[src/rtl/hazard_scoreboard_unit.sv]
// Pipeline hazard controller: shadow EX/MEM/WB scoreboard, latch enables/flushes, RUN/DWAIT/HALTED.
// Optional macro HAZARD_FORWARD_EN: load-use-only stalls plus EX operand forwarding selects.
module hazard_scoreboard_unit #(
  parameter int AW    = 5,
  parameter int CNT_W = 16
) (
  input  logic             CLK,
  input  logic             nRST,
  input  logic [AW-1:0]    id_rs,
  input  logic [AW-1:0]    id_rt,
  input  logic             id_uses_rs,
  input  logic             id_uses_rt,
  input  logic [AW-1:0]    id_dest,
  input  logic             id_wen,
  input  logic             id_load,
  input  logic             ex_redirect,
  input  logic             mem_req,
  input  logic             dhit,
  input  logic             ihit,
  input  logic             wb_halt,
  output logic             pc_en,
  output logic             ifid_en,
  output logic             idex_en,
  output logic             exmem_en,
  output logic             memwb_en,
  output logic             ifid_flush,
  output logic             idex_flush,
  output logic             exmem_flush,
  output logic             memwb_flush,
  output logic [1:0]       fwd_a,
  output logic [1:0]       fwd_b,
  output logic [CNT_W-1:0] stall_cnt,
  output logic [CNT_W-1:0] flush_cnt,
  output logic             halted
);

  typedef struct packed {
    logic          valid;
    logic [AW-1:0] dest;
    logic          wen;
    logic          load;
    logic [AW-1:0] rs;
    logic [AW-1:0] rt;
  } entry_t;

  typedef enum logic [1:0] {StRun, StDwait, StHalted} state_t;

  entry_t           r_ex, r_mem, r_wb;
  entry_t           w_ex_d, w_mem_d, w_wb_d;
  state_t           r_state;
  logic [CNT_W-1:0] r_stall, r_flush;
  logic             w_hazard, w_freeze, w_unused;

  function automatic logic hit(input entry_t e, input logic [AW-1:0] r);
    return e.valid && e.wen && (e.dest != '0) && (e.dest == r);
  endfunction

`ifdef HAZARD_FORWARD_EN
  // Only a load in EX cannot be forwarded in time; one bubble puts it in WB.
  assign w_hazard = r_ex.load && ((id_uses_rs && hit(r_ex, id_rs)) ||
                                  (id_uses_rt && hit(r_ex, id_rt)));

  function automatic logic [1:0] fwd_sel(input entry_t m, input entry_t w,
                                         input logic [AW-1:0] r);
    if (hit(m, r) && !m.load) return 2'b01;
    if (hit(w, r)) return 2'b10;
    return 2'b00;
  endfunction

  always_comb begin
    fwd_a = 2'b00;
    fwd_b = 2'b00;
    if (nRST && r_ex.valid) begin
      fwd_a = fwd_sel(r_mem, r_wb, r_ex.rs);
      fwd_b = fwd_sel(r_mem, r_wb, r_ex.rt);
    end
  end
`else
  // WB writes first in the register file, so only EX and MEM producers block decode.
  assign w_hazard = (id_uses_rs && (hit(r_ex, id_rs) || hit(r_mem, id_rs))) ||
                    (id_uses_rt && (hit(r_ex, id_rt) || hit(r_mem, id_rt)));
  assign fwd_a    = 2'b00;
  assign fwd_b    = 2'b00;
`endif

  assign w_unused  = ^{r_ex, r_mem, r_wb};
  assign w_freeze  = ((r_state == StDwait) || mem_req) && !dhit;
  assign halted    = nRST && (r_state == StHalted);
  assign stall_cnt = r_stall;
  assign flush_cnt = r_flush;

  always_comb begin
    pc_en       = 1'b0;
    ifid_en     = 1'b0;
    idex_en     = 1'b0;
    exmem_en    = 1'b0;
    memwb_en    = 1'b0;
    ifid_flush  = 1'b0;
    idex_flush  = 1'b0;
    exmem_flush = 1'b0;
    memwb_flush = 1'b0;
    if (!nRST || (r_state == StHalted)) begin
      pc_en = 1'b0;
    end else if (w_freeze) begin
      memwb_en    = 1'b1;
      memwb_flush = 1'b1;
    end else if (ex_redirect) begin
      {pc_en, ifid_en, idex_en, exmem_en, memwb_en} = 5'b11111;
      ifid_flush = 1'b1;
      idex_flush = 1'b1;
    end else if (w_hazard) begin
      {idex_en, exmem_en, memwb_en} = 3'b111;
      idex_flush = 1'b1;
    end else if (!ihit) begin
      {ifid_en, idex_en, exmem_en, memwb_en} = 4'b1111;
      ifid_flush = 1'b1;
    end else begin
      {pc_en, ifid_en, idex_en, exmem_en, memwb_en} = 5'b11111;
    end
  end

  // Shadow entries follow the same enables/flushes the real latches see.
  always_comb begin
    w_ex_d  = r_ex;
    w_mem_d = r_mem;
    w_wb_d  = r_wb;
    if (idex_flush)    w_ex_d = '0;
    else if (idex_en)  w_ex_d = '{valid: 1'b1, dest: id_dest, wen: id_wen, load: id_load,
                                  rs: id_rs, rt: id_rt};
    if (exmem_flush)   w_mem_d = '0;
    else if (exmem_en) w_mem_d = r_ex;
    if (memwb_flush)   w_wb_d = '0;
    else if (memwb_en) w_wb_d = r_mem;
  end

  always_ff @(posedge CLK or negedge nRST) begin
    if (!nRST) begin
      r_ex    <= '0;
      r_mem   <= '0;
      r_wb    <= '0;
      r_state <= StRun;
      r_stall <= '0;
      r_flush <= '0;
    end else begin
      r_ex  <= w_ex_d;
      r_mem <= w_mem_d;
      r_wb  <= w_wb_d;
      case (r_state)
        StHalted: r_state <= StHalted;
        default: begin
          if (wb_halt)       r_state <= StHalted;
          else if (w_freeze) r_state <= StDwait;
          else               r_state <= StRun;
        end
      endcase
      if (!pc_en && (r_state != StHalted) && (r_stall != '1)) r_stall <= r_stall + 1'b1;
      if ((ifid_flush || idex_flush) && (r_flush != '1))      r_flush <= r_flush + 1'b1;
    end
  end

endmodule
[config.mk]
export PLATFORM = sky130hd
export DESIGN_NAME = hazard_scoreboard_unit
export DESIGN_NICKNAME = d
export VERILOG_FILES = /design/src/rtl/hazard_scoreboard_unit.sv
export SDC_FILE = /design/constraint.sdc
export NUM_CORES = 1
export LEC_CHECK = 0
export ABC_AREA = 1
export CAP_MARGIN = 20
export CORE_AREA = 8 8 93 95
export DETAILED_ROUTE_END_ITERATION = 10
export DIE_AREA = 0 0 101 103
export GPL_TIMING_DRIVEN = 0
export PLACE_DENSITY_LB_ADDON = 0.25
export SYNTH_ARGS = -nofsm -noshare
export SYNTH_HDL_FRONTEND = slang
export SYNTH_SLANG_ARGS = --single-unit
[constraint.sdc]
create_clock -name CLK -period 1.8 [get_ports CLK]
set_input_delay 0.18 -clock CLK [delete_from_list [all_inputs] [get_ports CLK]]
set_output_delay 0.18 -clock CLK [all_outputs]
set_load 0.02 [all_outputs]
* After elaboration in Yosys (flattened, before gate mapping) *
Cells that the tools add are included.

storage, ports and cells
  flip-flop bits (word level) = 48
  input bits = 26

operators by class
  $add $sub $neg = 2
  equal/unequal tests = 9
  multiplexer cells = 28
  reductions and logical operators = 27

operators with widths
  kind                   number
  $mux 18                2
  $add 16x1->16 const B  2
  $ne 16x16->1 const B   2
  $mux 1                 24
  $eq 5x5->1             4
  $logic_and 1x1->1      15
  $reduce_bool 5->1      2
  $logic_or 1x1->1       6
  $mux 2                 2
  $logic_not 1->1        3
  $eq 2x1->1 const B     1
  $eq 2x2->1 const B     1
  $ne 2x2->1 const B     1
  $reduce_bool 2->1      1

* Depth between registers and ports, before layout *
Gate-level depths: netlist of run 1.

  word-level depth = 13
  gate-level depth with buffers = 16

* Worst setup path after synthesis of run 1 *
OpenSTA, ideal clock, no wires.

  path kind = register -> output
  from = register r_state[1]
  to = output port ifid_en
  arrival time = 1,971 ps
  data required time = 1,620 ps
  setup slack = -351 ps
  stages on the path, launching flop included = 10
  cell sequence = dfrtp_1 inv_1 nor2_1 nor2_1 inv_1 nor2_4 buf_2 clkbuf_1 nand2_1 inv_1

between the ends
  word-level cells in the longest chain between the ends = 5
  elaborated cells between the ends (all ways) = 7

RTL lines
  what                      line  RTL
  start: declaration        50    state_t r_state;
  start signal: assignment  141   r_state <= StRun;
  start signal: assignment  149   StHalted: r_state <= StHalted;
  start signal: assignment  151   if (wb_halt) r_state <= StHalted;
  $eq 2x1->1                87    assign w_freeze = ((r_state == StDwait) || mem_req) && !dhit;
  $logic_or 1x1->1          87
  $logic_and 1x1->1         87
  $mux 1                    104   end else if (w_freeze) begin
  $mux 1 *                  102   if (!nRST || (r_state == StHalted)) begin
  end: declaration          22    output logic ifid_en,

Every way passes the cells marked *; elsewhere a longest branch is shown, timed or not.

* Worst setup path after layout of run 1 *
  from = register r_mem[12] (netlist name)
  to = output port pc_en

between the ends
  word-level cells in the longest chain between the ends = 10
  elaborated cells between the ends (all ways) = 15

RTL lines
  what                                         line    RTL
  start: declaration                           48      entry_t r_ex, r_mem, r_wb;
  start signal: assignment                     146     r_mem <= w_mem_d;
  $reduce_bool 5->1                            55      return e.valid && e.wen && (e.dest != '0) && (e.dest == r);
  $logic_and 1x1->1 (2 in a row)               55
  $logic_or 1x1->1, on equally long branches   80, 81
  $logic_and 1x1->1, on equally long branches  80, 81
  $logic_or 1x1->1 *                           80      assign w_hazard = (id_uses_rs && (hit(r_ex, id_rs) || hit(r_mem, id_rs))) ||
  $mux 1 *                                     111     end else if (w_hazard) begin
  $mux 1 *                                     107     end else if (ex_redirect) begin
  $mux 1 *                                     104
  $mux 1 *                                     102
  end: declaration                             21      output logic pc_en,

Marked as above.

==> impl_metrics.env, run 1 <==
export IMPL_synth_top_family_by_area="simple AND/OR/NAND/NOR gates"
export IMPL_antenna_cells=0
export IMPL_synthDistinctLibCells=31
export IMPL_synthTopCellsByArea="dfrtp_1, nand2_1, xor2_1, nand3_1, xnor2_1"
export IMPL_worst_path_max_delay_cell="dfrtp_2"
export IMPL_outcome="finished with violations"
export IMPL_drc=0
export IMPL_start_util_pct=43.5
export IMPL_antenna_found_initial=0
export IMPL_combPwrFrac_pct=21.2
export IMPL_final_util_pct=63.6
export IMPL_max_vdd_ir_drop_mv=0.302
export IMPL_clkPwrFrac_pct=29.7
export IMPL_ff2ff_setup_slack_ps=-180
export IMPL_drv_slew=0
export IMPL_final_area_mm2=0.00454
export IMPL_ys_ff_latch=48
export IMPL_insertion_delay_ps=300
export IMPL_r2r_cells=15
export IMPL_synth_top_area_share_pct=38.7
export IMPL_core_mm2=0.00714
export IMPL_cap_violations=0
export IMPL_layout_drive_gt1_share_pct=31.0
export IMPL_wl_per_cell_um=14.2
export IMPL_clk_transition_reported_paths_ps=100
export IMPL_grt_setup_unrepaired="yes"
export IMPL_yosys_area_top_type="dfrtp_1"
export IMPL_intPower_uw=1870
export IMPL_grt_overflow=0
export IMPL_crit_buf_inv=3
export IMPL_startpoint_type="register"
export IMPL_switching_share_pct=29.8
export IMPL_fmax_ghz=0.496
export IMPL_crit_path_max_incr_delay_ps=460
export IMPL_worstPathRequired_ps=1620
export IMPL_grt_max_degree=39
export IMPL_cp_arrival_ps=1840
export IMPL_via_count=2951
export IMPL_synth_simple_gate_area_share_pct=35.8
export IMPL_syn_cell_area_mm2=0.00310
export IMPL_via_per_inst=4.88
export IMPL_final_hold_viol_count=0
export IMPL_place_ws_ps=-777
export IMPL_total_power_uw=2660
export IMPL_routabilityCongestion=0.896
export IMPL_whs_ps=413
export IMPL_nNetsFinal=533
export IMPL_synth_yosys_seq_area_share_pct=38.7
export IMPL_crit_family="simple AND/OR/NAND/NOR gates"
export IMPL_htreeDepth=2
export IMPL_period_share_pct=112
export IMPL_seqPwrFrac_pct=49.1
export IMPL_p_sw_uw=791
export IMPL_wirelength_um=8600
export IMPL_cts_buffer_depth=2
export IMPL_synth_xor_area_share_pct=12.7
export IMPL_grt_pass1_wl_um=14000
export IMPL_cp_end_kind="output pin"
export IMPL_num_rows=31
export IMPL_hold_class="input port to asynchronous set/reset pin"
export IMPL_die_x_um=101
export IMPL_dr_pass1_iters=4
export IMPL_synthMuxAreaShare_pct=0
export IMPL_cts_root_buffer="clkbuf_8"
export IMPL_ys_warn_count=0
export IMPL_cts_buffers_inserted=5
export IMPL_finalWorstSetupSlack_ps=-216
export IMPL_synth_adder_area_share_pct=0.806
export IMPL_avgSynthCellArea_um2=7.74
export IMPL_die_h_um=103
export IMPL_criticalPathCategory="register to output pin"
export IMPL_grt_use_total_pct=16.4
export IMPL_crit_fanout=4
export IMPL_pin_count=72
export IMPL_synth_compound_area_share_pct=3.10
export IMPL_io_buffer_count=65
export IMPL_path_cells="xnor2_1 -> nand2_1 -> nor2_1 -> nand2_1 -> nand2_2 -> nand2_2 -> nand2_4 -> nand2_4 -> nand3_4 -> buf_6 -> inv_2 -> buf_6"
export IMPL_place_area_mm2=0.00394
export IMPL_cts_tree="built"
export IMPL_fin_skew_ps=16.2
export IMPL_drt_iter0_drc=83
export IMPL_violations="setup timing"
export IMPL_path_depth=12
export IMPL_report_final_setup_viol=36
export IMPL_area_delta_synth_final_pct=46.1
export IMPL_clock_sinks=48
export IMPL_hpwlAfterDp_um=5800
export IMPL_first_global_vias=2956
export IMPL_powerDensity_mw_per_mm2=586
export IMPL_synth_cells=401
export IMPL_post_route_min_period_ps=2020
export IMPL_dieArea_mm2=0.0104
export IMPL_p_leak_uw=0.00210
export IMPL_postRouteAntennaNets=0
[layout by cell type, fill, tap and decap left out, types with 4 or more instances in the layout]
master           instances
xor2_1                  25
nand2_1                 77
inv_1                   35
dfrtp_2                  9
inv_2                    7
nand3_1                 30
clkdlybuf4s50_1         56
clkbuf_8                 5
conb_1                   5
dfrtp_1                 39
nor2_2                   8
nand3_2                 10
nand4_1                 18
buf_4                   23
o21ai_1                  5
nand2_2                 38
nor2_1                  22
o21ai_0                  9
buf_2                    4
buf_6                   14
nand2_4                  8
xnor2_1                 19
[metrics by stage]
stage	std cells	TNS, ps
global placement	569	-152420
floorplan	405	-8.64
global route	605	-9660
CTS	599	-4180
detailed placement	570	-13660
finish	605	-5060
[cell families after synthesis]
| logic type | after synthesis |
|---|---|
| and+or+nand+nor | 229 |
| buffers and inverters | 59 |
| DFF | 48 |
| xor gates and xnor gates | 45 |
| AOI/OAI and AO/OA | 17 |
| adders and majority gates | 2 |
| other | 1 |
[registers in the layout (all words and copies together), names as in the netlist]
| name | flops |
|---|---|
| flush_cnt | 16 |
| stall_cnt | 16 |
| r_mem | 7 |
| r_ex | 7 |
| r_state | 2 |
[power by group through the flow]
| stage | clock network (uW) | logic [uW] | registers [uW] |
|---|---|---|---|
| 2_1_floorplan | 0 | 265 | 1320 |
| 3_3_place_gp | 0 | 471 | 1300 |
| 3_5_place_dp | 0 | 491 | 1310 |
| 4_1_cts | 811 | 518 | 1290 |
| 5_1_grt | 847 | 632 | 1320 |
| 6_report | 789 | 564 | 1300 |
[Yosys cell counts]
cell / count
nand2_1: 100
dfrtp_1: 48
inv_1: 42
nand3_1: 38
nor2_1: 31
xor2_1: 25
nand2_2: 21
xnor2_1: 20
nand4_1: 18
o21ai_0: 14
buf_4: 6
buf_2: 5
nand3_2: 4
clkbuf_1: 3
nor3_1: 3
nor4_1: 3
a21oi_1: 2
ha_1: 2
nand2_4: 2
nor3_2: 2
or2_2: 2
buf_12: 1
buf_6: 1
clkinv_1: 1
conb_1: 1
nand3_4: 1
nor2_2: 1
nor2_4: 1
nor3b_1: 1
nor4_2: 1
o21ai_4: 1
[repair_timing]
action,4_1_cts,5_1_grt
gates resized for setup,68,62
buffers inserted,19,9
setup endpoints to repair,40,51
hold buffers,2,0
pin swaps,18,18
endpoints found under the hold margin,10,0
cloned,0,2
[area by class of cell]
type | count | area (um^2)
Buffer | 15 | 146
Clock buffer | 5 | 68.8
Clock inverter | 3 | 42.5
Fill cell | 613 | 2600
Inverter | 43 | 163
Multi-Input combinational cell | 298 | 1850
Sequential cell | 48 | 1210
Tap cell | 99 | 124
Timing Repair Buffer | 94 | 927
[per-layer routing]
| metal | vias up | GRT usage (%) | share of wire [%] |
|---|---|---|---|
| li1 | 1479 | - | - |
| met1 | 1396 | 20.8 | 45 |
| met2 | 70 | 27.7 | 48 |
| met3 | 6 | 3.92 | 6.3 |
| met4 | 0 | 3.44 | 0.72 |
| met5 | - | 0 | 0 |
[path summary, 6_finish.rpt]
check | to | start
min in group CLK | r_ex[13]$_DFFE_PN0P_ | id_dest[1]
max in group asynchronous | stall_cnt[0]$_DFFE_PN0P_ | nRST
max reg2reg | stall_cnt[5]$_DFFE_PN0P_ | r_mem[12]$_DFFE_PN0P_
min reg2reg | r_mem[17]$_DFFE_PN0P_ | r_mem[17]$_DFFE_PN0P_
max | pc_en | r_mem[12]$_DFFE_PN0P_
min | stall_cnt[14]$_DFFE_PN0P_ | nRST
Note: power is estimated with default switching activity, not from simulation.
==> run 2, diff against run 1 <==
Settings changed: TNS_END_PERCENT set to 1.
==> run 2 against run 1 <==
Compared with the run above:
- critical endpoint unchanged
- clock power shrank 13%
- die area did not move
- sequential share of layout area is 1.7 points higher
- total power shrank 5.5%
- fmax increased by 2.7%
- register-to-register slack gained 70 ps
- the flow still finishes with violations (setup timing)
- sequential power about the same
- cell area down 6.2%
- utilization decreased by 4.0 points
==> impl_metrics.env, run 2 (synthesis gave the netlist of run 1 again) <==
export IMPL_outcome="finished with violations"
export IMPL_violations="setup timing"
export IMPL_relSlewSlack_pct=63.5
export IMPL_drc=0
export IMPL_via_per_inst=4.87
export IMPL_cap_violations=0
export IMPL_max_vdd_ir_drop_mv=0.310
export IMPL_finalWorstSetupSlack_ps=-163
export IMPL_powerDensity_mw_per_mm2=590
export IMPL_hold_class="input port to register"
export IMPL_dr_pass1_iters=4
export IMPL_worstPathRequired_ps=1620
export IMPL_wirelength_um=7950
export IMPL_htreeDepth=2
export IMPL_antenna_found_initial=0
export IMPL_via_count=2870
export IMPL_worst_slew_pin_slew_ps=546
export IMPL_io_buffer_count=65
export IMPL_final_hold_viol_count=0
export IMPL_area_delta_synth_final_pct=37.0
export IMPL_layout_drive_gt1_share_pct=21.0
export IMPL_cts_buffer_depth=2
export IMPL_routabilityCongestion=0.883
export IMPL_mostFrequentLayoutCells="nand2_1, clkdlybuf4s50_1, dfrtp_1, inv_1, nand3_1"
export IMPL_drt_iter0_drc=87
export IMPL_layout_commonest_cell="nand2_1"
export IMPL_grt_pass1_wl_um=13700
export IMPL_grt_use_total_pct=16.1
export IMPL_fill_cells=681
export IMPL_whs_path_depth=3
export IMPL_postRouteAntennaNets=0
export IMPL_post_route_min_period_ps=1960
export IMPL_grt_setup_unrepaired="yes"
export IMPL_insertion_delay_ps=300
export IMPL_fmax_ghz=0.509
export IMPL_grt_max_degree=37
export IMPL_period_share_pct=109
export IMPL_fin_skew_ps=8.65
export IMPL_first_global_vias=2943
export IMPL_dieArea_mm2=0.0104
export IMPL_wl_per_cell_um=13.5
export IMPL_report_final_setup_viol=29
export IMPL_pin_count=72
export IMPL_drv_slew=0
export IMPL_num_rows=31
export IMPL_clk_transition_reported_paths_ps=90
export IMPL_nNetsFinal=517
export IMPL_startpoint_type="register"
export IMPL_cts_root_buffer="clkbuf_8"
export IMPL_crit_fanout=4
export IMPL_cp_arrival_ps=1780
export IMPL_clock_sinks=48
export IMPL_start_util_pct=43.5
export IMPL_cts_tree="built"
export IMPL_cts_buffers_inserted=5
export IMPL_r2r_cells=14
export IMPL_antenna_cells=0
export IMPL_core_mm2=0.00714
export IMPL_cp_end_kind="output pin"
export IMPL_die_h_um=103
export IMPL_die_x_um=101
export IMPL_place_ws_ps=-789
export IMPL_p_leak_uw=0.00199
export IMPL_hpwlAfterDp_um=5820
export IMPL_criticalPathCategory="register to output pin"
export IMPL_grt_overflow=0
export IMPL_whs_ps=439
run 2: cell types whose count changed in the layout (fill, tap and decap cells not counted), moves of 5 or more:
| cell | before | now |
|---|---|---|
| nor2_2 | 8 | 3 |
| nor2_1 | 22 | 27 |
| nand3_2 | 10 | 4 |
| nand3_1 | 30 | 36 |
| nand2_4 | 8 | 3 |
| nand2_1 | 77 | 97 |
| nand2_2 | 38 | 22 |
| buf_4 | 23 | 17 |
run 2: path summary, 6_finish.rpt:
path                                       startpoint                   endpoint  slack [ps]
min in group asynchronous                        nRST  stall_cnt[11]$_DFFE_PN0P_         460
worst min register to register  r_mem[17]$_DFFE_PN0P_      r_mem[17]$_DFFE_PN0P_         490
max in group asynchronous                        nRST  stall_cnt[10]$_DFFE_PN0P_         980
worst min-delay path                       id_dest[0]       r_ex[12]$_DFFE_PN0P_         440
worst max register to register   r_ex[12]$_DFFE_PN0P_   stall_cnt[9]$_DFFE_PN0P_        -110
worst max-delay path             r_ex[12]$_DFFE_PN0P_                      pc_en        -160
run 2: layer usage:
layer,vias to the layer above,track usage [%],wire [um]
li1,1440,-,-
met1,1355,19.9,3650
met2,73,27.2,3750
met3,2,4.52,524
met4,0,3.44,23
met5,-,0,0
run 2: layout make-up:
cell class | instances | area, um^2 | area share [%]
Sequential cell | 48 | 1210 | 28.4
Buffer | 16 | 153 | 3.59
Multi-Input combinational cell | 298 | 1750 | 41.2
Clock buffer | 6 | 82.6 | 1.94
Timing Repair Buffer | 77 | 752 | 17.7
Clock inverter | 2 | 15.0 | 0.353
Tap cell | 99 | 124 | 2.91
Inverter | 43 | 163 | 3.82
run 2: stage by stage:
step	utilization [%]	cell area [um^2]	setup TNS, ps	power, uW	std cells
floorplan	-	3140	-243	1580	405
global placement	54.8	3910	-154990	1770	569
detailed placement	55.0	3930	-14050	1800	570
CTS	58.2	4150	-6480	2510	586
global route	59.6	4250	-9290	2680	589
finish	59.6	4250	-2750	2510	589
run 2: power breakdown:
| part | switching, uW | internal (uW) |
|---|---|---|
| clock | 378 | 312 |
| sequential | 127 | 1180 |
| combinational | 258 | 261 |
| total | 762 | 1750 |
run 2: worst max-delay path: stages (launching register included):
cell     delay [ps]
dfrtp_2         460
xnor2_2         130
nand2_1          80
nor2_2          120
nand3_2          80
nand2_2          70
nand2_2          60
nand2_4          90
nand2_4          70
nand3_4          70
buf_6           100
inv_2            30
buf_6           110
run 2: repair_timing:
item	in CTS	in global routing
endpoints found under the setup margin	40	46
endpoints found under the hold margin	12	0
setup buffers	6	3
resized for setup	52	33
hold buffers	2	0
pin swaps	14	14
==> run 3, diff against run 2 <==
Settings changed: ABC_AREA 1 to 0, CORE_AREA 8 8 93 95 to 8 8 88 90, DIE_AREA 0 0 101 103 to 0 0 96 98.
==> run 3 against run 2 <==
Compared with the run above:
- the flow still finishes with violations (setup timing)
- synthesized area down 13%
- first-iteration DRC count up 3.4%
- utilization down 1.7 points
- final cell count down 25%
- cell area down 12%
- critical path depth down 6
- combinational power down 66%
- routed wire length down 12%
- sequential power down 17%
- via count down 20%
- flip-flop and latch count unchanged
- critical path type unchanged
- largest cell class unchanged
- largest power group unchanged
==> impl_metrics.env, run 3 <==
export IMPL_outcome="finished with violations"
export IMPL_violations="setup timing"
export IMPL_crit_buf_inv=1
export IMPL_synth_top_area_share_pct=44.5
export IMPL_instances_no_fill=440
export IMPL_finalWorstSetupSlack_ps=-549
export IMPL_final_hold_viol_count=0
export IMPL_multi_input_area_mm2=0.00147
export IMPL_grt_use_total_pct=15.2
export IMPL_dp_cells=421
export IMPL_worstPathRequired_ps=1620
export IMPL_synth_adder_area_share_pct=1.30
export IMPL_cap_violations=0
export IMPL_clkPwrFrac_pct=38.0
export IMPL_via_count=2289
export IMPL_insertion_delay_ps=300
export IMPL_yosys_area_top_type="dfrtp_1"
export IMPL_min_to="r_state[0]$_DFF_PN0_"
export IMPL_powerDensity_mw_per_mm2=539
export IMPL_relSlewSlack_pct=37.6
export IMPL_fin_setup_tns_ps=-15470
export IMPL_cts_root_buffer="clkbuf_8"
export IMPL_cts_tree="built"
export IMPL_max_vdd_ir_drop_mv=0.377
export IMPL_grt_setup_unrepaired="yes"
export IMPL_clk_transition_reported_paths_ps=90
export IMPL_post_route_min_period_ps=2350
export IMPL_synth_yosys_seq_area_share_pct=44.5
export IMPL_hpwlAfterDp_um=5200
export IMPL_fin_skew_ps=7.93
export IMPL_first_global_vias=2352
export IMPL_switching_share_pct=21.8
export IMPL_grt_overflow=0
export IMPL_yosys_cell_count_top_type="dfrtp_1"
export IMPL_synth_cells=271
export IMPL_mostFrequentLayoutCells="clkdlybuf4s50_1, dfrtp_1, nand2_1, xor2_1"
export IMPL_grt_pass1_wl_um=11600
export IMPL_synthMuxAreaShare_pct=2.09
export IMPL_via_per_inst=5.20
export IMPL_seqPwrFrac_pct=53.2
export IMPL_nNetsFinal=387
export IMPL_io_buffer_count=65
export IMPL_synthDistinctLibCells=46
export IMPL_period_share_pct=131
export IMPL_pin_count=72
export IMPL_ff2ff_setup_slack_ps=-430
export IMPL_drt_iter0_drc=90
export IMPL_synth_edf_count=0
export IMPL_layout_drive_gt1_share_pct=17.2
export IMPL_r2r_cells=6
export IMPL_synth_xor_area_share_pct=15.2
export IMPL_antenna_found_initial=0
export IMPL_die_x_um=96
export IMPL_worst_slew_pin_slew_ps=933
export IMPL_hold_class="input port to register"
export IMPL_worst_path_max_delay_cell="dfrtp_2"
export IMPL_dieArea_mm2=0.00941
export IMPL_area_delta_synth_final_pct=39.2
export IMPL_layout_commonest_cell="clkdlybuf4s50_1"
export IMPL_num_rows=30
export IMPL_routabilityCongestion=0.868
export IMPL_criticalPathCategory="register to output pin"
export IMPL_clock_sinks=48
export IMPL_crit_fanout=4
export IMPL_synth_simple_gate_area_share_pct=24.1
export IMPL_core_mm2=0.00649
export IMPL_drc=0
export IMPL_fmax_ghz=0.426
export IMPL_grt_max_degree=28
export IMPL_wirelength_um=6990
export IMPL_synth_compound_area_share_pct=8.67
export IMPL_crit_path_max_incr_delay_ps=430
export IMPL_path_common_cell="nor2_1"
export IMPL_min_delay_start="wb_halt"
export IMPL_startpoint_type="register"
export IMPL_crit_family="compound AO/OA/AOI/OAI gates"
export IMPL_ys_warn_count=0
export IMPL_yosys_top_cells_count="dfrtp_1, nand2_1, xor2_1, xnor2_1, nor3_1"
export IMPL_synth_async_sr_flop_share_pct=100
export IMPL_dr_pass1_iters=4
export IMPL_drv_slew=0
export IMPL_p_sw_uw=442
export IMPL_path_cells="or3_4 -> o311a_4 -> a221oi_4 -> nor2_1 -> nor2_1 -> buf_4"
export IMPL_cts_buffer_depth=2
export IMPL_synth_top_family_by_area="simple AND/OR/NAND/NOR gates"
export IMPL_intPower_uw=1580
export IMPL_postRouteAntennaNets=0
export IMPL_fill_cells=581
export IMPL_report_final_setup_viol=44
export IMPL_antenna_cells=0
export IMPL_cp_end_kind="output pin"
export IMPL_whs_path_depth=2
export IMPL_syn_cell_area_mm2=0.00270
export IMPL_total_power_uw=2020
export IMPL_place_area_mm2=0.00348
export IMPL_die_h_um=98
export IMPL_wl_per_cell_um=15.9
export IMPL_regArea_mm2=0.00120
export IMPL_cts_buffers_inserted=5
export IMPL_reg2reg_from="r_ex[12]$_DFFE_PN0P_"
export IMPL_p_leak_uw=0.00166
export IMPL_avgSynthCellArea_um2=9.96
export IMPL_htreeDepth=2
export IMPL_ys_ff_latch=48
export IMPL_synth_flop_cell="dfrtp_1"
export IMPL_start_util_pct=41.6
export IMPL_final_area_mm2=0.00376
export IMPL_cp_arrival_ps=2170
export IMPL_r2r_end="stall_cnt[2]$_DFFE_PN0P_"
export IMPL_combPwrFrac_pct=8.8
export IMPL_synthTopCellsByArea="dfrtp_1, xor2_1, xnor2_1, nand2_1, nor3_1"
run 3: changes by cell type in the layout (fill, tap and decap cells not counted), moves of 5 or more:
| cell | before | now |
|---|---|---|
| a22o_1 | 0 | 6 |
| buf_6 | 10 | 2 |
| inv_1 | 37 | 4 |
| inv_2 | 5 | 0 |
| nand2_1 | 97 | 41 |
| nand2_2 | 22 | 0 |
| nand3_1 | 36 | 11 |
| nand4_1 | 18 | 11 |
| nor2_1 | 27 | 12 |
| nor3_1 | 3 | 17 |
| o21ai_0 | 9 | 0 |
| o21ai_1 | 5 | 0 |
run 3: power groups by stage:
stage               combinational [uW]  clock, uW  sequential [uW]
floorplan                         62.3          0             1100
finish                             179        769             1080
global placement                   158          0             1100
CTS                                179        792             1080
detailed placement                 163          0             1100
global route                       195        837             1080
run 3: worst max-delay path by stage:
| stage | endpoint | slack, ps | cells after the start | startpoint |
|---|---|---|---|---|
| after floorplan | flush_cnt[1]$_DFFE_PN0P_ | -250 | 5 | r_ex[12]$_DFFE_PN0P_ |
| after global placement | pc_en | -2760 | 7 | nRST |
| after detailed placement | idex_flush | -1070 | 8 | nRST |
| after CTS | pc_en | -560 | 6 | r_ex[12]$_DFFE_PN0P_ |
| after global routing | ifid_flush | -630 | 6 | r_ex[12]$_DFFE_PN0P_ |
| final | pc_en | -550 | 6 | r_ex[12]$_DFFE_PN0P_ |
run 3: layout make-up:
cell class	instances	area share [%]
buffer	14	2.90
clock buffer	6	1.93
clock inverter	2	0.932
inverter	5	0.566
multi-input combinational	208	39.2
sequential	48	32.0
tap	80	2.66
timing repair buffer	77	19.8
run 3: per-layer routing:
layer	track usage [%]	wire length [um]	vias up	share of wire, %
met1	19.6	3160	1107	45
met3	3.91	422	6	6.0
li1	-	-	1113	-
met5	0	0	-	0
met2	23.9	3330	63	48
met4	4.38	75	0	1.1
run 3: metrics by stage:
stage / hold WS [ps] / util, % / setup slack [ps]
6_report: 451 / 57.9 / -549
5_1_grt: 448 / 57.9 / -626
4_1_cts: 450 / 56.9 / -556
3_5_place_dp: 186 / 53.6 / -1070
3_3_place_gp: 459 / 53.4 / -2760
2_1_floorplan: -116 / - / -246
run 3: kinds of logic (layout without fill, tap and decap cells):
family,after synthesis,after routing
AO/OA/AOI/OAI,22,22
XOR/XNOR,47,47
adder cells (fa/ha/maj),3,3
buffers and inverters,19,104
flip-flops,48,48
multiplexers,4,4
other,1,5
AND/OR/NAND/NOR,127,127
run 3: what timing repair did:
action / in CTS / in global routing
hold buffers: 3 / 0
buffers inserted: 2 / 6
resized for setup: 43 / 12
setup endpoints to repair: 54 / 46
hold endpoints to repair: 21 / 0
pin swaps: 6 / 5
run 3: worst reg2reg max path, stage by stage (launching register included):
cell and delay, ps:
dfrtp_2 430, or3_4 390, o311a_4 360, a221oi_2 430, buf_4 250, nor3b_1 80, xor2_1 160
